File: config.mk
export PLATFORM = sky130hd
export DESIGN_NAME = riscv_instr_mem_responder
export DESIGN_NICKNAME = d
export VERILOG_FILES = /design/src/rtl/riscv_instr_mem_responder.sv
export SDC_FILE = /design/constraint.sdc
export NUM_CORES = 1
export LEC_CHECK = 0
export CORE_UTILIZATION = 43
export CTS_CLUSTER_DIAMETER = 200
export DETAILED_ROUTE_END_ITERATION = 8
export PLACE_DENSITY = 0.81
export SETUP_SLACK_MARGIN = 0.5
export SLEW_MARGIN = 20
export SYNTH_ARGS = -nofsm -noshare
export SYNTH_HDL_FRONTEND = slang
export SYNTH_SLANG_ARGS = --single-unit
File: constraint.sdc
create_clock -name clk -period 5 [get_ports clk]
set_input_delay 1.25 -clock clk [delete_from_list [all_inputs] [get_ports clk]]
set_output_delay 1.25 -clock clk [all_outputs]
set_load 0.02 [all_outputs]
File: src/rtl/riscv_instr_mem_responder.sv
// riscv_instr_mem_responder: instruction-fetch responder with PMP window check,
// 1-cycle SRAM read and an in-order response FIFO sized to the outstanding limit.
`default_nettype none

module riscv_instr_mem_responder #(
  parameter int          RDATA_WIDTH = 32,
  parameter int          ADDR_WIDTH  = 14,
  parameter int          DEPTH       = 2,
  parameter logic [31:0] PMP_BASE    = 32'h0000_0000,
  parameter logic [31:0] PMP_TOP     = 32'h0001_0000
) (
  input  logic                   clk,
  input  logic                   rst,
  input  logic                   instr_req_i,
  input  logic [31:0]            instr_addr_i,
  output logic                   instr_gnt_o,
  output logic                   instr_err_pmp_o,
  output logic                   instr_rvalid_o,
  output logic [RDATA_WIDTH-1:0] instr_rdata_o,
  input  logic                   gnt_stall_i,
  input  logic                   rsp_stall_i,
  output logic                   mem_req_o,
  output logic [ADDR_WIDTH-1:0]  mem_addr_o,
  input  logic [RDATA_WIDTH-1:0] mem_rdata_i,
  output logic                   busy_o
);

  localparam int CNT_W = $clog2(DEPTH + 1);
  localparam int PTR_W = (DEPTH > 1) ? $clog2(DEPTH) : 1;
  localparam logic [CNT_W-1:0] DEPTH_C  = CNT_W'(DEPTH);
  localparam logic [PTR_W-1:0] LAST_PTR = PTR_W'(DEPTH - 1);

  logic                   in_range;
  logic                   gnt;
  logic                   rvalid;
  logic                   fifo_empty;
  logic                   push;
  logic                   pop;
  logic                   pend_q;
  logic [CNT_W-1:0]       count_q;
  logic [CNT_W-1:0]       fifo_cnt_q;
  logic [PTR_W-1:0]       wr_ptr_q;
  logic [PTR_W-1:0]       rd_ptr_q;
  logic [RDATA_WIDTH-1:0] fifo_q [DEPTH];

  function automatic logic [PTR_W-1:0] ptr_inc(input logic [PTR_W-1:0] p);
    return (p == LAST_PTR) ? '0 : p + 1'b1;
  endfunction

  assign in_range   = (instr_addr_i >= PMP_BASE) && (instr_addr_i < PMP_TOP);
  assign fifo_empty = (fifo_cnt_q == '0);

  // While rst is high the count is about to clear, so only the range and stall gate the grant.
  assign gnt    = instr_req_i & in_range & ~gnt_stall_i & (rst | (count_q < DEPTH_C));
  assign rvalid = ~rst & ~fifo_empty & ~rsp_stall_i;
  assign push   = pend_q;
  assign pop    = rvalid;

  assign instr_gnt_o     = gnt;
  assign instr_err_pmp_o = instr_req_i & ~in_range;
  assign instr_rvalid_o  = rvalid;
  assign instr_rdata_o   = rvalid ? fifo_q[rd_ptr_q] : '0;
  assign mem_req_o       = gnt;
  assign mem_addr_o      = instr_addr_i[ADDR_WIDTH+1:2];
  assign busy_o          = ~rst & (count_q != '0);

  always_ff @(posedge clk) begin
    if (rst) begin
      pend_q     <= 1'b0;
      count_q    <= '0;
      fifo_cnt_q <= '0;
      wr_ptr_q   <= '0;
      rd_ptr_q   <= '0;
    end else begin
      pend_q <= gnt;
      if (push) wr_ptr_q <= ptr_inc(wr_ptr_q);
      if (pop)  rd_ptr_q <= ptr_inc(rd_ptr_q);

      case ({push, pop})
        2'b10:   fifo_cnt_q <= fifo_cnt_q + 1'b1;
        2'b01:   fifo_cnt_q <= fifo_cnt_q - 1'b1;
        default: fifo_cnt_q <= fifo_cnt_q;
      endcase

      case ({gnt, rvalid})
        2'b10:   count_q <= count_q + 1'b1;
        2'b01:   count_q <= count_q - 1'b1;
        default: count_q <= count_q;
      endcase
    end
  end

  always_ff @(posedge clk) begin
    if (!rst && push) fifo_q[wr_ptr_q] <= mem_rdata_i;
  end

`ifndef SYNTHESIS
  always_ff @(posedge clk) begin
    if (!rst) begin
      assert (!(rvalid && !gnt && count_q == '0))
        else $error("outstanding count underflow");
      assert (!(gnt && !rvalid && count_q == DEPTH_C))
        else $error("outstanding count overflow");
      assert (!(push && !pop && fifo_cnt_q == DEPTH_C))
        else $error("response fifo overflow");
    end
  end
`endif

endmodule

`default_nettype wire
== Word-level counts from Yosys, hierarchy flattened ==
Memories as Yosys holds them, arrays and structs flattened. A register that Yosys moved wholly into a read port is not among the register bits.
Index checks and enable logic that the tools add are counted.
Widths: inputs -> output; s select.

* Add/sub/neg operators: 6
* Order comparisons: 3
* Eq/ne operators: 4
* Mux-type cells: 9
* Bitwise logic cells: 13
* Reduce and logical (&&, ||, !) cells: 7

{| class="wikitable"
|+ Operators with widths
! cell !! number
|-
| $ge 32x1->1 const B || 1
|-
| $lt 32x17->1 const B || 1
|-
| $mux 32 || 1
|-
| $pmux 2 s2 || 2
|-
| $and 1x1->1 || 7
|-
| $mux 1 || 6
|-
| $reduce_bool 2->1 || 3
|-
| $not 1->1 || 5
|-
| $add 2x1->2 const B || 2
|-
| $eq 2x1->1 const B || 2
|-
| $eq 2x2->1 const B || 2
|-
| $sub 2x1->2 const B || 2
|-
| $add 1x1->1 const B || 2
|-
| $logic_and 1x1->1 || 2
|-
| $logic_not 2->1 || 1
|-
| $lt 2x2->1 const B || 1
|-
| $logic_not 1->1 || 1
|-
| $or 1x1->1 || 1
|}

* Bits in registers: 7
* Memory bits (writable): 64
* Input port bits: 69
* Output and inout port bits: 51
* Logic and storage cells: 48
* Memories kept: 1

{| class="wikitable"
|+ Memories
! name !! words !! bits a word !! rd ports !! clocked after memory_dff !! wr ports !! line !! source
|-
| fifo_q || 2 || 32 || 1 || 1 || 1 || 44 || <nowiki>logic [RDATA_WIDTH-1:0] fifo_q [DEPTH];</nowiki>
|}

== Depth between registers and ports, before layout ==
Gate-level depths: netlist (run 1).

* Depth after elaboration: 7
* Depth in mapped cells: 8
* Mapped depth without buffers: 7

== Worst setup path after synthesis (run 1) ==
No wires, ideal clock.

* Path type: input-to-reg
* Start point: input rst
* End point: memory fifo_q[1][0], enable pin
* Setup time: 468 ps
* Data arrival time: 3859 ps
* Required time: 4532 ps
* Path slack: 673 ps
* Stages on the path: 2
* Buffers on the path: 1
* Cell sequence: clkbuf_1 > nor3b_1

* Cells in the longest elaborated chain, start to end: 4

{| class="wikitable"
|+ RTL lines
! what !! line !! source
|-
| start, declared || 13 || <nowiki>input logic rst,</nowiki>
|-
| $logic_not 1->1 || 94 || <nowiki>if (!rst && push) fifo_q[wr_ptr_q] <= mem_rdata_i;</nowiki>
|-
| $logic_and 1x1->1 || 94 ||
|-
| $mux 1 || 94 ||
|-
| $mux 1 (not written as such) || 94 ||
|-
| end, declared || 44 ||
|}

No other way between the ends.

== Worst setup path in the final report (run 1) ==
* Start point: input instr_addr_i[30]
* End point: output mem_req_o

* Cells in the longest elaborated chain, start to end: 5
* Elaborated cells on any way between the ends: 6
* Classes of those cells: 2 x order compare; 3 x bitwise; 1 x reduce/logical

{| class="wikitable"
|+ RTL lines
! what !! line !! source
|-
| start, declared || 15 || <nowiki>input logic [31:0] instr_addr_i,</nowiki>
|-
| $ge 32x1->1 or $lt 32x17->1 (tied branches) || 50 || <nowiki>assign in_range = (instr_addr_i >= PMP_BASE) && (instr_addr_i < PMP_TOP);</nowiki>
|-
| $logic_and 1x1->1 * || 50 ||
|-
| $and 1x1->1 * (3 in a row) || 54 || <nowiki>assign gnt = instr_req_i & in_range & ~gnt_stall_i & (rst | (count_q < DEPTH_C));</nowiki>
|-
| end, declared || 22 || <nowiki>output logic mem_req_o,</nowiki>
|}

Mark *: on every way between the ends. The rest lies on a longest branch, timed or not.

==> report_table.html, run 1 <==
<table>
<tr><th>Metric</th><th>Value</th></tr>
<tr><th colspan="2">Outcome</th></tr>
<tr><td>Status</td><td>complete, but fails checks</td></tr>
<tr><td>Violations in the final reports</td><td>DRC</td></tr>
<tr><th colspan="2">STA</th></tr>
<tr><td>Headroom to the max-slew limit</td><td>0.3099</td></tr>
<tr><td>RSZ-0062 raised after global routing</td><td>no</td></tr>
<tr><td>Period utilisation layout</td><td>0.8627</td></tr>
<tr><td>Min Clock Period, post-route</td><td>around 4.3 ns</td></tr>
<tr><td>Total of endpoints with negative setup slack in the final report</td><td>0</td></tr>
<tr><td>Final Worst Setup Slack</td><td>between 0.6 and 0.7 ns</td></tr>
<tr><td>Number of pins exceeding their max-slew limit in the final report</td><td>0</td></tr>
<tr><td>Clock skew</td><td>about 0.0097 ns</td></tr>
<tr><td>Slew at the pin with the worst max-slew slack</td><td>1.035 ns</td></tr>
<tr><td>Final total negative setup slack</td><td>0 ns</td></tr>
<tr><td>Maximum clock frequency</td><td>approximately 0.23 GHz</td></tr>
<tr><td>Final hold viol count</td><td>0</td></tr>
<tr><th colspan="2">Clock tree</th></tr>
<tr><td>TritonCTS clock tree</td><td>done</td></tr>
<tr><td>H-tree level count</td><td>3</td></tr>
<tr><td>Post-CTS sizing</td><td>0</td></tr>
<tr><td>Clock slew seen by the registers of the worst setup and hold paths</td><td>about 0.070 ns</td></tr>
<tr><td>Post-CTS repair timing setup buffer count</td><td>0</td></tr>
<tr><td>Number of sinks handled by clock tree synthesis</td><td>72</td></tr>
<tr><td>Worst-skew pair later-pin latency</td><td>0.34 ns</td></tr>
<tr><td>Clock Tree Buf Depth</td><td>2</td></tr>
<tr><td>Hold buffer count at CTS</td><td>0</td></tr>
<tr><td>Total CTS buffers</td><td>9</td></tr>
<tr><td>Root cell of the clock tree</td><td>clkbuf_8</td></tr>
<tr><th colspan="2">Global route</th></tr>
<tr><td>Wire length of the first global-routing pass</td><td>around 8600 um</td></tr>
<tr><td>Via count of the first global-routing pass</td><td>~1800</td></tr>
<tr><td>Maximum number of pins on one net before global-route repair</td><td>36</td></tr>
<tr><td>Aggregate global-route resource usage</td><td>0.1608</td></tr>
<tr><td>Antenna violations before repair</td><td>0</td></tr>
<tr><td>Overflow left after global routing</td><td>0</td></tr>
<tr><th colspan="2">Logic synthesis</th></tr>
<tr><td>FFs w/ async S/R, synth</td><td>0</td></tr>
<tr><td>Area share of the largest cell type after synthesis</td><td>0.6522</td></tr>
<tr><td>Combinational family with the most area after synthesis</td><td>multiplexers</td></tr>
<tr><td>Yosys warns</td><td>0</td></tr>
<tr><td>Flop and latch count out of synthesis</td><td>around 70</td></tr>
<tr><td>Syn avg cell area</td><td>between 10 and 15 um^2</td></tr>
<tr><td>Proportion of synthesized chip area in sequential cells</td><td>0.7066</td></tr>
<tr><td>Cells after Synth</td><td>~200</td></tr>
<tr><td>EDFF count, synth</td><td>between 60 and 70</td></tr>
<tr><td>Synth unique cells</td><td>25</td></tr>
<tr><td>Synth Cell Area</td><td>slightly below 0.003 mm^2</td></tr>
<tr><td>Area share of and/or/nand/nor cells after synthesis</td><td>0.09257</td></tr>
<tr><td>Fraction of the mapped netlist area in compound gates</td><td>0.008068</td></tr>
<tr><td>Net count of the mapped netlist</td><td>about 270</td></tr>
<tr><td>Ranking of synthesized cells by area</td><td>edfxtp_1 (65%), mux2i_1 (12%), dfxtp_1 (5.4%)</td></tr>
<tr><td>Adder-cell share of the synthesized area</td><td>0.008493</td></tr>
<tr><td>Commonest cells in the netlist</td><td>edfxtp_1 (64), nor2_1 (38), mux2i_1 (34)</td></tr>
<tr><td>Most area-hungry cell type in the Yosys netlist</td><td>edfxtp_1</td></tr>
<tr><td>Post-synthesis mux area share</td><td>0.1155</td></tr>
<tr><td>Synth Area in XOR/XNOR</td><td>0.01486</td></tr>
<tr><td>Flip-flop cell with the highest count after synthesis</td><td>edfxtp_1</td></tr>
<tr><td>Count leader, synth</td><td>edfxtp_1</td></tr>
<tr><th colspan="2">Floorplanning</th></tr>
<tr><td>Full die area</td><td>0.007188 mm^2</td></tr>
<tr><td>Initial core utilization</td><td>0.4537</td></tr>
<tr><td>Width of the die</td><td>84.78 um</td></tr>
<tr><td>Die H</td><td>roughly 85 um</td></tr>
<tr><td>Placeable Area</td><td>0.006495 mm^2</td></tr>
<tr><td>FP Rows</td><td>29</td></tr>
<tr><td>Number of primary I/O pins</td><td>120</td></tr>
<tr><th colspan="2">Critical path</th></tr>
<tr><td>Cell family with the largest share of critical-path delay</td><td>buffers and inverters</td></tr>
<tr><td>Critical path endpoint category</td><td>output port</td></tr>
<tr><td>Slowest stage delay, CP</td><td>roughly 0.66 ns</td></tr>
<tr><td>Arrival time of the worst setup path</td><td>just over 3 ns</td></tr>
<tr><td>Slowest stage cell, crit path</td><td>clkdlybuf4s50_1</td></tr>
<tr><td>Data required time of the critical path</td><td>3.75 ns</td></tr>
<tr><td>Largest driver fanout on the critical path</td><td>4</td></tr>
<tr><td>Buffers and inverters on the worst path</td><td>2</td></tr>
<tr><td>Startpoint class of the critical path</td><td>primary input</td></tr>
<tr><td>Ordered cell list for the critical path</td><td>clkdlybuf4s50_1 -&gt; nor4_2 -&gt; nand4_1 -&gt; nor3_1 -&gt; clkdlybuf4s50_1</td></tr>
<tr><td>Setup Crit Path Kind</td><td>primary input to output port</td></tr>
<tr><td>Cell with the most instances on the worst path</td><td>clkdlybuf4s50_1</td></tr>
<tr><th colspan="2">Finish</th></tr>
<tr><td>Area of the multi-input gates</td><td>slightly above 700 um^2</td></tr>
<tr><td>Non-Filler Instances</td><td>between 300 and 400</td></tr>
<tr><td>Final design instance area without fill</td><td>around 0.0041 mm^2</td></tr>
<tr><td>Layout filler cell count</td><td>473</td></tr>
<tr><td>Area Growth Syn to Fin</td><td>38.51%</td></tr>
<tr><td>Number of nets at the end of the flow</td><td>between 300 and 400</td></tr>
<tr><td>Share of final-layout standard cells stronger than drive strength 1</td><td>0.1021</td></tr>
<tr><td>Footprint of the flip-flops and latches</td><td>approximately 0.0021 mm^2</td></tr>
<tr><td>Count of inserted antenna diode cells</td><td>0</td></tr>
<tr><th colspan="2">Pwr</th></tr>
<tr><td>P per Cell Area</td><td>about 310 mW/mm^2</td></tr>
<tr><td>Leakage power summed over all cells</td><td>about 1.3 nW</td></tr>
<tr><td>Worst-case vdd ir drop</td><td>~220 uV</td></tr>
<tr><th colspan="2">Routing</th></tr>
<tr><td>Number of DRC violations after detailed-routing iteration 0</td><td>a little under 100</td></tr>
<tr><td>Per-cell via count in the routed design</td><td>approximately 5</td></tr>
<tr><td>Number of remaining DRC errors</td><td>12</td></tr>
<tr><td>Total Wirelength</td><td>~5400 um</td></tr>
<tr><td>ANT nets after route</td><td>0</td></tr>
<tr><td>Overall via count from detail_route</td><td>1800</td></tr>
<tr><td>Detailed Routing Iterations Pass 1</td><td>7</td></tr>
<tr><td>Average wire per cell in the routed design</td><td>14.92 um</td></tr>
<tr><th colspan="2">Hold path</th></tr>
<tr><td>Type of the tightest min-delay check</td><td>flop to flop</td></tr>
<tr><th colspan="2">Placed design</th></tr>
<tr><td>Total half-perimeter wirelength after legalization and detailed placement</td><td>3649 um</td></tr>
<tr><td>Setup slack after placement</td><td>just under 0.7 ns</td></tr>
<tr><td>Post-Place Cell Area</td><td>0.003839 mm^2</td></tr>
<tr><td>Placed Cells</td><td>around 350</td></tr>
<tr><td>Port Buffer Count</td><td>89</td></tr>
<tr><td>Last weighted congestion value of the routability-driven placer</td><td>0.7069</td></tr>
<tr><th colspan="2">Run</th></tr>
<tr><td>Number of maximum-capacitance constraint violations</td><td>0</td></tr>
</table>
## layout make-up
cell class / instances / area share
Sequential cell: 72 / 0.5104
Timing Repair Buffer: 94 / 0.2275
Multi-Input combinational cell: 100 / 0.1772
Clock buffer: 9 / 0.03035
Clock inverter: 7 / 0.02912
Tap cell: 77 / 0.02361
Inverter: 2 / 0.001839
## sequential cells by signal (all words and copies together), names as in the netlist, named ones only
name and cells:
rd_ptr_q 1, fifo_cnt_q 2, count_q 2, fifo_q 64
pend_q 1, wr_ptr_q 1
## placed cells by master (no fill, tap or decap), drive strengths merged, types with 5 or more instances in the layout
cell type	instances
clkbuf	9
mux2i	34
dfxtp	8
edfxtp	64
clkdlybuf4s50	89
nor2	38
buf	5
nor4	5
## final timing paths
path	from	to	slack, ns	cells after the start
worst min register to register	rd_ptr_q	flop	0.47	1
worst min-delay path	rd_ptr_q	flop	0.47	1
worst max-delay path	instr_addr_i[30]	mem_req_o	0.69	5
worst max register to register	fifo_cnt_q[0]	count_q[1]	2.66	5
## per-layer routing
| layer | share of wire | global-route usage | up-vias |
|---|---|---|---|
| met5 | 0 | 0 | - |
| met4 | 0.020 | 0.09245 | 0 |
| met3 | 0.052 | 0.03835 | 17 |
| met2 | 0.54 | 0.2875 | 66 |
| met1 | 0.39 | 0.1743 | 850 |
| li1 | - | - | 867 |
## through the flow
step	utilization	hold slack (ns)	total power [mW]
2_1_floorplan	-	0.4294	0.6868
3_3_place_gp	0.5910	0.4370	0.7157
3_5_place_dp	0.5910	0.4598	0.7177
4_1_cts	0.6284	0.4745	1.267
5_1_grt	0.6284	0.4956	1.294
6_report	0.6284	0.4690	1.250
## kinds of logic after synthesis
kind of cell | after synthesis
and+or+nand+nor | 55
xor gates and xnor gates | 5
muxes | 34
AOI/OAI and AO/OA | 4
DFF | 72
adders and majority gates | 2
buffers and inverters | 25
## power by group
part	internal (mW)	switching, mW
combinational	0.0383	0.0131
clock	0.332	0.213
sequential	0.653	0.000000772
## worst reg2reg max path: stages, from the launching register on
cell and delay (ns):
dfxtp_1 0.36, o21ai_4 0.76, inv_1 0.23, ha_1 0.37, or4_1 0.50, nand2_1 0.07
Note: power is estimated with default switching activity, not from simulation.
==> inputs of run 2 (changes only) <==
--- a/config.mk
+++ b/config.mk
@@ -8,6 +8,8 @@
 export CORE_UTILIZATION = 43
 export CTS_CLUSTER_DIAMETER = 200
 export DETAILED_ROUTE_END_ITERATION = 8
+export GPL_ROUTABILITY_DRIVEN = 1
+export MAX_ROUTING_LAYER = met4
 export PLACE_DENSITY = 0.81
 export SETUP_SLACK_MARGIN = 0.5
 export SLEW_MARGIN = 20
==> run 2 against run 1 <==
The run still ends with DRC left. Combinational power barely moved. Non-clock buffer count did not move. Cell area stayed put. Critical path depth unchanged. Global-route usage increased by 0.51 points. Clock-buffer cell count stayed put. First-iteration DRC count decreased by 2.0%. Wire length about the same. Sequential cell count did not move. Final cell count is the same. Via count hardly changed. Largest cell class unchanged.
==> report_table.html, run 2 (synthesis results as in run 1) <==
<table>
<tr><th>Metric</th><th>Value</th></tr>
<tr><th colspan="2">Pwr</th></tr>
<tr><td>Leakage power summed over all cells</td><td>~1.3 nW</td></tr>
<tr><td>Sequential power share</td><td>0.522</td></tr>
<tr><td>Power share of the combinational group</td><td>0.041</td></tr>
<tr><td>Worst-case vdd ir drop</td><td>223.5 uV</td></tr>
<tr><td>Net switching power</td><td>between 0.2 and 0.25 mW</td></tr>
<tr><td>Cell-internal power</td><td>1.023 mW</td></tr>
<tr><td>Switch share</td><td>0.1813</td></tr>
<tr><td>P per Cell Area</td><td>approximately 300 mW/mm^2</td></tr>
<tr><td>Clock power share</td><td>0.437</td></tr>
<tr><td>Final Power</td><td>about 1.2 mW</td></tr>
<tr><th colspan="2">STA</th></tr>
<tr><td>Worst hold slack</td><td>~0.47 ns</td></tr>
<tr><td>Period utilisation layout</td><td>0.8627</td></tr>
<tr><td>Number of pins exceeding their max-slew limit in the final report</td><td>0</td></tr>
<tr><td>RSZ-0062 raised after global routing</td><td>no</td></tr>
<tr><td>Final hold viol count</td><td>0</td></tr>
<tr><td>Maximum clock frequency</td><td>between 0.2 and 0.25 GHz</td></tr>
<tr><td>Total of endpoints with negative setup slack in the final report</td><td>0</td></tr>
<tr><td>Headroom to the max-slew limit</td><td>0.3102</td></tr>
<tr><td>Final total negative setup slack</td><td>0 ns</td></tr>
<tr><td>Clock skew</td><td>roughly 0.0097 ns</td></tr>
<tr><td>Slew at the pin with the worst max-slew slack</td><td>1.035 ns</td></tr>
<tr><td>Min Clock Period, post-route</td><td>4.314 ns</td></tr>
<tr><th colspan="2">Finish</th></tr>
<tr><td>Non-Filler Instances</td><td>between 300 and 400</td></tr>
<tr><td>Number of nets at the end of the flow</td><td>between 300 and 400</td></tr>
<tr><td>Count of inserted antenna diode cells</td><td>0</td></tr>
<tr><td>Area Growth Syn to Fin</td><td>38.51%</td></tr>
<tr><td>Reg with most FFs</td><td>fifo_q</td></tr>
<tr><td>Max FFs per register</td><td>between 60 and 70</td></tr>
<tr><td>Most common cell after layout, fill and taps aside</td><td>clkdlybuf4s50_1</td></tr>
<tr><td>Area of the multi-input gates</td><td>slightly above 700 um^2</td></tr>
<tr><td>Layout filler cell count</td><td>~470</td></tr>
<tr><td>Registers with the most flip-flops</td><td>fifo_q x64, count_q x2, fifo_cnt_q x2</td></tr>
<tr><td>Footprint of the flip-flops and latches</td><td>0.002083 mm^2</td></tr>
<tr><td>Share of final-layout standard cells stronger than drive strength 1</td><td>0.1021</td></tr>
<tr><td>Most frequent cells in the layout</td><td>clkdlybuf4s50_1 (89), edfxtp_1 (64), nor2_1 (38)</td></tr>
<tr><th colspan="2">Critical path</th></tr>
<tr><td>Data required time of the critical path</td><td>about 3.8 ns</td></tr>
<tr><td>Slack of the worst reg-to-reg path</td><td>roughly 2.7 ns</td></tr>
<tr><td>Arrival time of the worst setup path</td><td>~3 ns</td></tr>
<tr><td>Critical path endpoint category</td><td>output port</td></tr>
<tr><td>Startpoint class of the critical path</td><td>primary input</td></tr>
<tr><td>Largest driver fanout on the critical path</td><td>4</td></tr>
<tr><td>Setup Crit Path Kind</td><td>primary input to output port</td></tr>
<tr><th colspan="2">Routing</th></tr>
<tr><td>Overall via count from detail_route</td><td>1801</td></tr>
<tr><td>Total Wirelength</td><td>between 5000 and 6000 um</td></tr>
<tr><td>Per-cell via count in the routed design</td><td>around 5</td></tr>
<tr><td>ANT nets after route</td><td>0</td></tr>
<tr><td>Detailed Routing Iterations Pass 1</td><td>7</td></tr>
<tr><td>Average wire per cell in the routed design</td><td>approximately 15 um</td></tr>
<tr><td>Number of remaining DRC errors</td><td>12</td></tr>
<tr><td>Number of DRC violations after detailed-routing iteration 0</td><td>between 90 and 100</td></tr>
<tr><th colspan="2">Placed design</th></tr>
<tr><td>Last weighted congestion value of the routability-driven placer</td><td>around 0.7</td></tr>
<tr><td>Total half-perimeter wirelength after legalization and detailed placement</td><td>around 3600 um</td></tr>
<tr><td>Placed Cells</td><td>about 350</td></tr>
<tr><td>Port Buffer Count</td><td>slightly below 90</td></tr>
<tr><th colspan="2">Clock tree</th></tr>
<tr><td>Root cell of the clock tree</td><td>clkbuf_8</td></tr>
<tr><td>Worst-skew pair later-pin latency</td><td>~0.34 ns</td></tr>
<tr><td>Post-CTS sizing</td><td>0</td></tr>
<tr><td>Clock Tree Buf Depth</td><td>2</td></tr>
<tr><td>Clock slew seen by the registers of the worst setup and hold paths</td><td>~0.070 ns</td></tr>
<tr><td>Post-CTS repair timing setup buffer count</td><td>0</td></tr>
<tr><td>TritonCTS clock tree</td><td>done</td></tr>
<tr><td>Total CTS buffers</td><td>9</td></tr>
<tr><td>Hold buffer count at CTS</td><td>0</td></tr>
<tr><td>H-tree level count</td><td>3</td></tr>
<tr><td>Number of sinks handled by clock tree synthesis</td><td>roughly 70</td></tr>
<tr><th colspan="2">Run</th></tr>
<tr><td>Number of maximum-capacitance constraint violations</td><td>0</td></tr>
<tr><th colspan="2">Global route</th></tr>
<tr><td>Antenna violations before repair</td><td>0</td></tr>
<tr><td>Overflow left after global routing</td><td>0</td></tr>
<tr><td>Via count of the first global-routing pass</td><td>between 1500 and 2000</td></tr>
<tr><td>Wire length of the first global-routing pass</td><td>~8600 um</td></tr>
<tr><td>Maximum number of pins on one net before global-route repair</td><td>36</td></tr>
<tr><td>Aggregate global-route resource usage</td><td>0.1659</td></tr>
<tr><th colspan="2">Floorplanning</th></tr>
<tr><td>FP Rows</td><td>29</td></tr>
<tr><td>Number of primary I/O pins</td><td>120</td></tr>
<tr><td>Placeable Area</td><td>around 0.0065 mm^2</td></tr>
<tr><td>Initial core utilization</td><td>0.4537</td></tr>
<tr><td>Full die area</td><td>just over 0.007 mm^2</td></tr>
<tr><td>Width of the die</td><td>~85 um</td></tr>
<tr><td>Die H</td><td>about 85 um</td></tr>
<tr><th colspan="2">Outcome</th></tr>
<tr><td>Status</td><td>complete, but fails checks</td></tr>
<tr><td>Violations in the final reports</td><td>DRC</td></tr>
<tr><th colspan="2">Hold path</th></tr>
<tr><td>Type of the tightest min-delay check</td><td>flop to flop</td></tr>
</table>
-- run 2: cell counts in the layout (fill, tap and decap cells not counted) --
Identical to the previous run, type by type.
-- run 2: critical path, stage by stage --
cell and delay [ns]:
clkdlybuf4s50_1 0.41, nor4_2 0.27, nand4_1 0.20, nor3_1 0.27, clkdlybuf4s50_1 0.66
-- run 2: routing by layer --
layer / share of wire / GRT usage / up-vias
met1: 0.39 / 0.1756 / 850
met4: 0.020 / 0.09245 / 0
li1: - / - / 868
met5: 0 / - / -
met2: 0.54 / 0.2875 / 66
met3: 0.049 / 0.03638 / 17
-- run 2: cell type report --
class	count	area share
Inverter	2	0.001839
Clock inverter	7	0.02912
Clock buffer	9	0.03035
Tap cell	77	0.02361
Timing Repair Buffer	94	0.2275
Multi-Input combinational cell	100	0.1772
Sequential cell	72	0.5104
-- run 2: worst paths after layout --
check	from	to	cells after the start
worst max-delay path	instr_addr_i[30]	mem_req_o	5
worst min register to register	rd_ptr_q	flop	1
worst min-delay path	rd_ptr_q	flop	1
worst max register to register	fifo_cnt_q[0]	count_q[1]	5
-- run 2: metrics by stage --
stage | cell area (um^2) | util | worst slack (ns)
detailed placement | 3839 | 0.5910 | 0.6808
floorplan | 2947 | - | 0.6727
finish | 4081 | 0.6284 | 0.6863
global placement | 3839 | 0.5910 | 0.6859
CTS | 4081 | 0.6284 | 0.6805
global route | 4081 | 0.6284 | 0.5687
-- run 2: power by group through the flow --
| stage | clock [mW] | combinational, mW | sequential (mW) |
|---|---|---|---|
| final | 0.546 | 0.0514 | 0.653 |
| after global routing | 0.587 | 0.0548 | 0.653 |
| after CTS | 0.563 | 0.0516 | 0.653 |
| after detailed placement | 0 | 0.0514 | 0.666 |
| after global placement | 0 | 0.0493 | 0.666 |
| after floorplan | 0 | 0.0201 | 0.667 |
==> inputs of run 3 (changes only) <==
--- a/config.mk
+++ b/config.mk
@@ -5,6 +5,7 @@
 export SDC_FILE = /design/constraint.sdc
 export NUM_CORES = 1
 export LEC_CHECK = 0
+export CAP_MARGIN = 20
 export CORE_UTILIZATION = 43
 export CTS_CLUSTER_DIAMETER = 200
 export DETAILED_ROUTE_END_ITERATION = 8
==> results of run 3 <==
Same layout as run 2: the final DEF is identical, and so are final timing and power.
